$ cat config.mk
export PLATFORM = sky130hd
export DESIGN_NAME = rr_arbiter
export DESIGN_NICKNAME = d
export VERILOG_FILES = /design/src/rtl/rr_arbiter.sv
export SDC_FILE = /design/constraint.sdc
export NUM_CORES = 1
export LEC_CHECK = 0
export BUFFER_PORTS_ARGS = -buffer_cell sky130_fd_sc_hd__buf_2
export CORE_AREA = 5 5 42 44
export DETAILED_ROUTE_END_ITERATION = 8
export DIE_AREA = 0 0 47 49
export PLACE_DENSITY = 0.78
export SYNTH_ARGS = -nofsm -noshare
export SYNTH_HDL_FRONTEND = slang
export SYNTH_SLANG_ARGS = --single-unit
export TNS_END_PERCENT = 20
$ cat constraint.sdc
create_clock -name clock -period 2.04 [get_ports clock]
set_clock_uncertainty 0.2 [all_clocks]
set_input_delay 0.306 -clock clock [delete_from_list [all_inputs] [get_ports clock]]
set_output_delay 0.306 -clock clock [all_outputs]
set_load 0.02 [all_outputs]
$ cat src/rtl/rr_arbiter.sv
// rr_arbiter: N-way bus arbiter, fixed-priority or round-robin, with optional hold-time preemption
module rr_arbiter #(
  parameter int NUMBER_OF_DEVICES   = 4,
  parameter int DEVICE_NUMBER_WIDTH = NUMBER_OF_DEVICES > 2 ? $clog2(NUMBER_OF_DEVICES) : 1,
  parameter int ROUND_ROBIN         = 1,
  parameter int MAX_HOLD_CYCLES     = 0
) (
  input  logic                           clock,
  input  logic                           reset,
  input  logic [NUMBER_OF_DEVICES-1:0]   request,
  output logic [NUMBER_OF_DEVICES-1:0]   grant,
  output logic                           grant_valid,
  output logic [DEVICE_NUMBER_WIDTH-1:0] owner,
  output logic                           preempted
);
  localparam int N  = NUMBER_OF_DEVICES;
  localparam int DW = DEVICE_NUMBER_WIDTH;
  localparam int HW = MAX_HOLD_CYCLES > 0 ? $clog2(MAX_HOLD_CYCLES + 1) : 1;
  typedef enum logic {IDLE, GRANTED} state_t;
  state_t          state, state_n;
  logic [N-1:0]    grant_n, mask, mask_n, eligible;
  logic [DW-1:0]   owner_n, ptr, ptr_n, winner, idx;
  logic [HW-1:0]   hold, hold_n;
  logic            preempted_n;
  // winner search: the just-preempted device steps aside only if someone else is asking
  always_comb begin
    eligible = |(request & ~mask) ? request & ~mask : request;
    winner   = '0;
    idx      = '0;
    for (int k = N - 1; k >= 0; k--) begin
      idx = DW'(((ROUND_ROBIN != 0 ? int'(ptr) : 0) + k) % N);
      winner = eligible[idx] ? idx : winner;
    end
  end
  // next state: arbitrate in IDLE, hold or release/preempt in GRANTED
  always_comb begin
    state_n     = state;
    grant_n     = grant;
    owner_n     = owner;
    ptr_n       = ptr;
    hold_n      = hold;
    mask_n      = mask;
    preempted_n = 1'b0;
    if (state == IDLE) begin
      mask_n = '0;
      if (|eligible) begin
        state_n = GRANTED;
        grant_n = N'(1) << winner;
        owner_n = winner;
        hold_n  = HW'(1);
        ptr_n   = winner == DW'(N - 1) ? '0 : winner + 1'b1;
      end
    end else if (!request[owner]) begin
      state_n = IDLE;
      grant_n = '0;
      hold_n  = '0;
    end else if (MAX_HOLD_CYCLES != 0 && hold == HW'(MAX_HOLD_CYCLES)) begin
      state_n     = IDLE;
      grant_n     = '0;
      hold_n      = '0;
      preempted_n = 1'b1;
      mask_n      = grant;
    end else begin
      hold_n = hold + HW'(hold != '1);
    end
  end
  // state and registered outputs
  always_ff @(posedge clock) begin
    if (reset) begin
      state       <= IDLE;
      grant       <= '0;
      grant_valid <= 1'b0;
      owner       <= '0;
      preempted   <= 1'b0;
      ptr         <= '0;
      hold        <= '0;
      mask        <= '0;
    end else begin
      state       <= state_n;
      grant       <= grant_n;
      grant_valid <= |grant_n;
      owner       <= owner_n;
      preempted   <= preempted_n;
      ptr         <= ptr_n;
      hold        <= hold_n;
      mask        <= mask_n;
    end
  end
endmodule

==> metrics.md, run 1 <==
| Metric | Value |
|---|---|
| Final core occ | `between 40 and 50%` |
| 1st-iter DRT viols | `8` |
| CP max stage delay | `0.38 ns` |
| CP required | `1.99 ns` |
| Pleak | `about 0.31 nW` |
| Tmin final | `between 1.5 and 2 ns` |
| Post-synth EDFFs | `0` |
| Min-delay src | `reset` |
| Hold EP | `ptr[1]` |
| Worst hold stages | `2` |
| Clk buf depth | `2` |
| TNS Setup | `0 ns` |
| Sink Count | `10` |
| Async SR Flop Fraction | `0%` |
| Synth warnings | `0` |
| Mean Syn Cell Area | `approximately 8.4 sq um` |
| Final hold viol count | `0` |
| Outcome | `completed` |
| Initial antenna violation count | `0` |
| Routed wl met3 | `just under 60 microns` |
| Gr ovfl total | `0` |
| Count of mapped cells out of synthesis | `66` |
| PwrDens | `882 nW/um^2` |
| Largest net degree at the start of global routing | `11` |
| Die Y-Extent | `a little under 50 microns` |
| Hold WC Path Type | `in -> reg` |
| Core footprint | `approximately 1400 sq um` |
| CTS tree | `built` |
| P&R area growth vs syn | `22.5%` |
| Seq/Total Area, Yosys | `36.0%` |
| Largest cells by area after synthesis | `dfxtp_1, ha_1, a21oi_1` |
| Final setup fails | `0` |
| Peak VDD IR | `slightly below 0.4 mV` |
| Avg WL per Cell | `12.7 microns` |
| Num CTS Buffers | `3` |
| Max Fanout on Critical Path | `6` |
| GRT Util Overall | `between 10% and 20%` |
| Ys flop type | `dfxtp_1` |
| Synth top cells by count | `nand2_1, dfxtp_1, a21oi_1` |
| Crit-path cells | `mux2i_1 -> nor2_1 -> nor3_2 -> inv_1 -> ha_1 -> nor4_2 -> a211oi_1` |
| Startpoint types | `flip-flop` |
| Diode count | `0` |
| WP buf/inv | `1` |
| DR WL met2 | `between 600 and 700 microns` |
| Highest Signal Layer | `met4` |
| WHS | `slightly above 0.07 ns` |
| DRT Pass-1 Iters | `4` |
| Clock-pin slew on the worst setup and hold paths | `0.07 ns` |
| Site Rows | `14` |
| Cell area after synthesis | `around 560 sq um` |
| Die area | `about 2300 sq um` |
| Max Slew Vio Count | `0` |
| R2R Setup Slk | `roughly 0.15 ns` |
| Layout cells sized above 1 | `30.5%` |
| Yosys top cell area share | `a little over a third` |
| First-pass GRT wire length | `just under 2000 microns` |
| Vias per cell | `approximately 5.4` |
| Remaining DRCs | `0` |
| Fmax | `between 0.5 and 0.6 GHz` |
| Post-synth net total | `76` |
| Metal1 wirelength | `between 500 and 600 microns` |
| Antenna Nets Post-Route | `0` |
| Cell taking the most area after synthesis | `dfxtp_1` |
| Clock root buffer | `clkbuf_4` |
| Max-cap violations | `0` |
| R2R depth | `7` |
| Width of the die | `~47 microns` |
| Crit path capture type | `flip-flop` |
| Flip-flop and latch count after synthesis | `10` |
| I/O pins | `14` |
| Worst EP arrival | `around 1.8 ns` |
| Port Buffer Count | `12` |
| Final Cycle Share | `92.5%` |
| Total wire length | `1250 microns` |
| Initial core utilization | `39.7%` |
| Total number of vias | `around 530` |
| Critical R2R Capture | `grant_valid` |
| RR Startpoint | `ptr[1]` |
| Hpwl dp | `a little under 900 microns` |
| Total power | `around 0.0006 W` |
| GPL Wtd Cong | `slightly above 0.8` |
| Yosys cell types | `26` |
| Clock latency at the later pin of the worst-skew pair | `about 0.28 ns` |
| Count leader, synth | `nand2_1` |
| H-tree levels | `1` |
| CP delay by family, top | `simple AND/OR/NAND/NOR gates` |
| Nets | `93` |
| Slowest CP cell | `dfxtp_2` |
| Vias in the first global route | `between 400 and 500` |
| Crit Path Class | `reg -> reg` |
| Postcts setup bufs | `0` |
[registers in the layout, indices dropped and copies added (netlist names)]
register / cells
grant_valid: 1
state: 1
ptr: 2
grant: 4
owner: 2
[cells in the final DEF, fill, tap and decap left out, types with 2 or more instances in the layout]
master and count:
a211oi_1 2, nor4_2 2, nor2_1 5, ha_1 4
dfxtp_1 9, nand2_1 12, clkbuf_4 3, a21oi_1 9
inv_1 5, buf_2 12, nor3_2 2, buf_4 2
[worst max-delay path by stage]
stage / start / end / slack (ns) / cells after the start
after floorplan: ptr[1] / grant_valid / 0.08 / 7
after global placement: ptr[1] / grant_valid / 0.16 / 7
after detailed placement: ptr[1] / grant_valid / 0.07 / 7
after CTS: ptr[1] / grant_valid / 0.06 / 7
after global routing: ptr[1] / grant_valid / -0.03 / 7
final: ptr[1] / grant_valid / 0.15 / 7
[area by class of cell]
type / count / area, sq um
fillers: 146 / 719
flip-flops and latches: 10 / 201
multi-input cells: 49 / 330
repair buffers: 14 / 75.1
inverters: 5 / 18.8
well taps: 16 / 20.0
clock buffers: 4 / 36.3
[cell families (layout without fill, tap and decap cells)]
group / count (synthesis) / after routing / synth area share (%)
flip-flops: 10 / 10 / 36.0
multiplexers: 2 / 2 / 6.52
AND/OR/NAND/NOR: 26 / 26 / 23.1
buffers and inverters: 7 / 23 / 6.74
AO/OA/AOI/OAI: 16 / 16 / 18.0
adder cells (fa/ha/maj): 4 / 4 / 8.99
other: 1 / 1 / 0.674
[report_power, final]
group | internal, W | switching, W | leakage (nW) | total [W]
registers | 0.000219 | 0.0000175 | 0.0827 | 0.000236
clock network | 0.000109 | 0.0000802 | 0.0210 | 0.000189
logic | 0.0000717 | 0.000105 | 0.208 | 0.000176
[layer usage]
layer	vias to the layer above	GRT usage, %
li1	260	-
met1	249	13.8
met2	15	17.4
met3	4	4.80
met4	0	8.29
met5	-	0
[per-stage QoR]
step	instances	area, sq um	setup slack (ns)
after floorplan	66	557	0.0825
after global placement	94	633	0.164
after detailed placement	94	633	0.0725
after CTS	98	669	0.0554
after global routing	98	682	-0.0321
final	98	682	0.153
[repair_timing]
| action | CTS | global route |
|---|---|---|
| resized for setup | 0 | 3 |
| setup endpoints to repair | 0 | 1 |
| hold buffers | 0 | 0 |
(Power assumes the default switching activity.)
==> inputs of run 2 (changes only) <==
- MAX_ROUTING_LAYER: not set -> met4
==> run 2 against run 1 <==
Cell area stayed put. Critical path type unchanged. Core utilization stayed put. First-iteration DRC count stayed put. Non-clock buffer count stayed put. Sequential share of layout area stayed put. Critical path depth stayed put. Worst hold slack worse by 0.0031 ns. Routed wire length is 0.24% lower. Critical endpoint unchanged. Maximum frequency is 0.90% lower. Combinational power hardly changed.
==> metrics.md, run 2 (synthesis gave the netlist of run 1 again) <==
| Metric | Value |
|---|---|
| Outcome | `completed` |
| Final setup fails | `0 (unchanged)` |
| Sink Count | `10 (unchanged)` |
| Sequential Power Share | `39.5% (+0.2 points)` |
| Total number of vias | `519 (-1.7%)` |
| Vias per cell | `5.30 (-1.7%)` |
| First-pass GRT wire length | `1980 microns (unchanged)` |
| Max reg flops | `4 (unchanged)` |
| Non-filler cells, final | `98 (unchanged)` |
| Tmin final | `1.90 ns (+0.0171 ns)` |
| CP max stage delay | `0.38 ns (about the same)` |
| Die area | `2300 sq um (unchanged)` |
| Max Slew Vio Count | `0 (unchanged)` |
| Nets | `93 (unchanged)` |
| Num CTS Buffers | `3 (unchanged)` |
| Hpwl dp | `891 microns (unchanged)` |
| Core footprint | `1400 sq um (unchanged)` |
| Area of placed instances | `633 sq um (unchanged)` |
| Total wire length | `1250 microns (-0.24%)` |
| Hold WC Path Type | `in -> reg` |
| Hold EP | `ptr[1]` |
| 1st-iter DRT viols | `8 (unchanged)` |
| Worst hold stages | `2 (unchanged)` |
| Die Y-Extent | `49 microns (unchanged)` |
| Gr ovfl total | `0 (unchanged)` |
| Inst Count DP | `94 (unchanged)` |
| Antenna Nets Post-Route | `0 (unchanged)` |
| Crit Path Class | `reg -> reg` |
| Final Cycle Share | `93.3% (+0.84 points)` |
| Clock latency at the later pin of the worst-skew pair | `0.28 ns (about the same)` |
| P&R area growth vs syn | `22.5% (unchanged)` |
| PwrDens | `880 nW/um^2 (-0.27%)` |
| R2R depth | `7 (unchanged)` |
| Switching share of total power | `33.4% (-0.19 points)` |
| Clock Power Share | `31.2% (-0.2 points)` |
| Port Buffer Count | `12 (unchanged)` |
| DR WL met2 | `627 microns (-2.2%)` |
| Max Fanout on Critical Path | `6 (unchanged)` |
| Avg WL per Cell | `12.7 microns (-0.24%)` |
| Clock-pin slew on the worst setup and hold paths | `0.07 ns (about the same)` |
| Clk buf depth | `2 (unchanged)` |
| RR Startpoint | `ptr[1]` |
| Site Rows | `14 (unchanged)` |
| Biggest register | `grant` |
| Diode count | `0 (unchanged)` |
| Layout cells sized above 1 | `30.5% (unchanged)` |
| CP required | `1.99 ns (about the same)` |
| R2R Setup Slk | `0.14 ns (-0.02 ns)` |
| H-tree levels | `1 (unchanged)` |
| Largest net degree at the start of global routing | `11 (unchanged)` |
| WHS | `0.0688 ns (-0.00312 ns)` |
| Startpoint types | `flip-flop` |
| Combinational share of power | `29.3% (about the same)` |
| Metal1 wirelength | `533 microns (+5.3%)` |
| DRT Pass-1 Iters | `4 (unchanged)` |
| Most frequent cells in the layout | `nand2_1, buf_2, a21oi_1, dfxtp_1` |
| Peak VDD IR | `0.373 mV (-3.2%)` |
| Fmax | `0.525 GHz (-0.90%)` |
| P_int | `0.000400 W (about the same)` |
| Final core occ | `48.7% (unchanged)` |
| Slowest CP cell | `dfxtp_2` |
| Remaining DRCs | `0 (unchanged)` |
| Fin area | `682 sq um (unchanged)` |
| FILL cells | `146 (unchanged)` |
| Worst EP arrival | `1.85 ns (about the same)` |
| Switching Power | `0.000201 W (-0.85%)` |
| Top flop regs | `grant (4), owner (2), ptr (2)` |
| Vias in the first global route | `478 (-0.83%)` |
| Clock root buffer | `clkbuf_4` |
| Crit-path cells | `mux2i_1 -> nor2_1 -> nor3_2 -> inv_1 -> ha_1 -> nor4_2 -> a211oi_1` |
| I/O pins | `14 (unchanged)` |
| Routed wl met3 | `39 microns (-33%)` |
| GPL Wtd Cong | `0.824 (+1.5%)` |
| GRT Util Overall | `12.3% (+0.30 points)` |
| Highest Signal Layer | `met4` |
| Crit path capture type | `flip-flop` |
| Final hold viol count | `0 (unchanged)` |
| Min-delay src | `reset` |
| CTS tree | `built` |
| Critical R2R Capture | `grant_valid` |
| Initial core utilization | `39.7% (unchanged)` |
| Width of the die | `47 microns (unchanged)` |
| Max-cap violations | `0 (unchanged)` |
| Total power | `0.000600 W (-0.27%)` |
| Initial antenna violation count | `0 (unchanged)` |
| Postcts setup bufs | `0 (unchanged)` |
| Pleak | `0.311 nW (unchanged)` |
==> run 2: cell counts in the layout (fill, tap and decap cells not counted) <==
No cell type changed its count.
==> run 2: worst max-delay path by stage <==
stage | start | end | slack (ns)
global route | ptr[1] | grant_valid | -0.03
global placement | ptr[1] | grant_valid | 0.16
CTS | ptr[1] | grant_valid | 0.06
detailed placement | ptr[1] | grant_valid | 0.07
floorplan | ptr[1] | grant_valid | 0.08
finish | ptr[1] | grant_valid | 0.14
==> run 2: critical path: cells and delay by family (launching register included) <==
kind,cells,cell delay (ns)
mux,1,0.20
compound gates,1,0.11
buf+inv,1,0.08
fa+ha+maj,1,0.23
simple gates,3,0.56
flops,1,0.38
==> run 2: per-layer routing <==
metal | up-vias | track usage (%)
li1 | 262 | -
met1 | 244 | 13.8
met2 | 9 | 17.4
met3 | 4 | 4.80
met4 | 0 | 8.29
met5 | - | -
==> run 2: timing repair <==
item | in CTS | in global routing
gates resized for setup | 0 | 3
setup endpoints to repair | 0 | 1
hold buffers | 0 | 0
==> run 2: stage by stage <==
step	TNS (ns)	setup WS [ns]
2_1_floorplan	0	0.0825
3_3_place_gp	0	0.164
3_5_place_dp	0	0.0725
4_1_cts	0	0.0554
5_1_grt	-0.0321	-0.0321
6_report	0	0.136
==> run 2: power by group through the flow <==
stage | Clock [W] | Sequential [W] | Combinational, W
floorplan | 0 | 0.000256 | 0.0000993
global placement | 0 | 0.000239 | 0.000161
detailed placement | 0 | 0.000241 | 0.000164
CTS | 0.000190 | 0.000236 | 0.000165
global route | 0.000202 | 0.000241 | 0.000194
finish | 0.000187 | 0.000237 | 0.000176
==> run 2: final cells by class <==
cell class	instances	area (sq um)	area share, %
sequential	10	201	29.5
timing repair buffer	14	75.1	11.0
inverter	5	18.8	2.75
multi-input combinational	49	330	48.4
tap	16	20.0	2.94
clock buffer	4	36.3	5.32
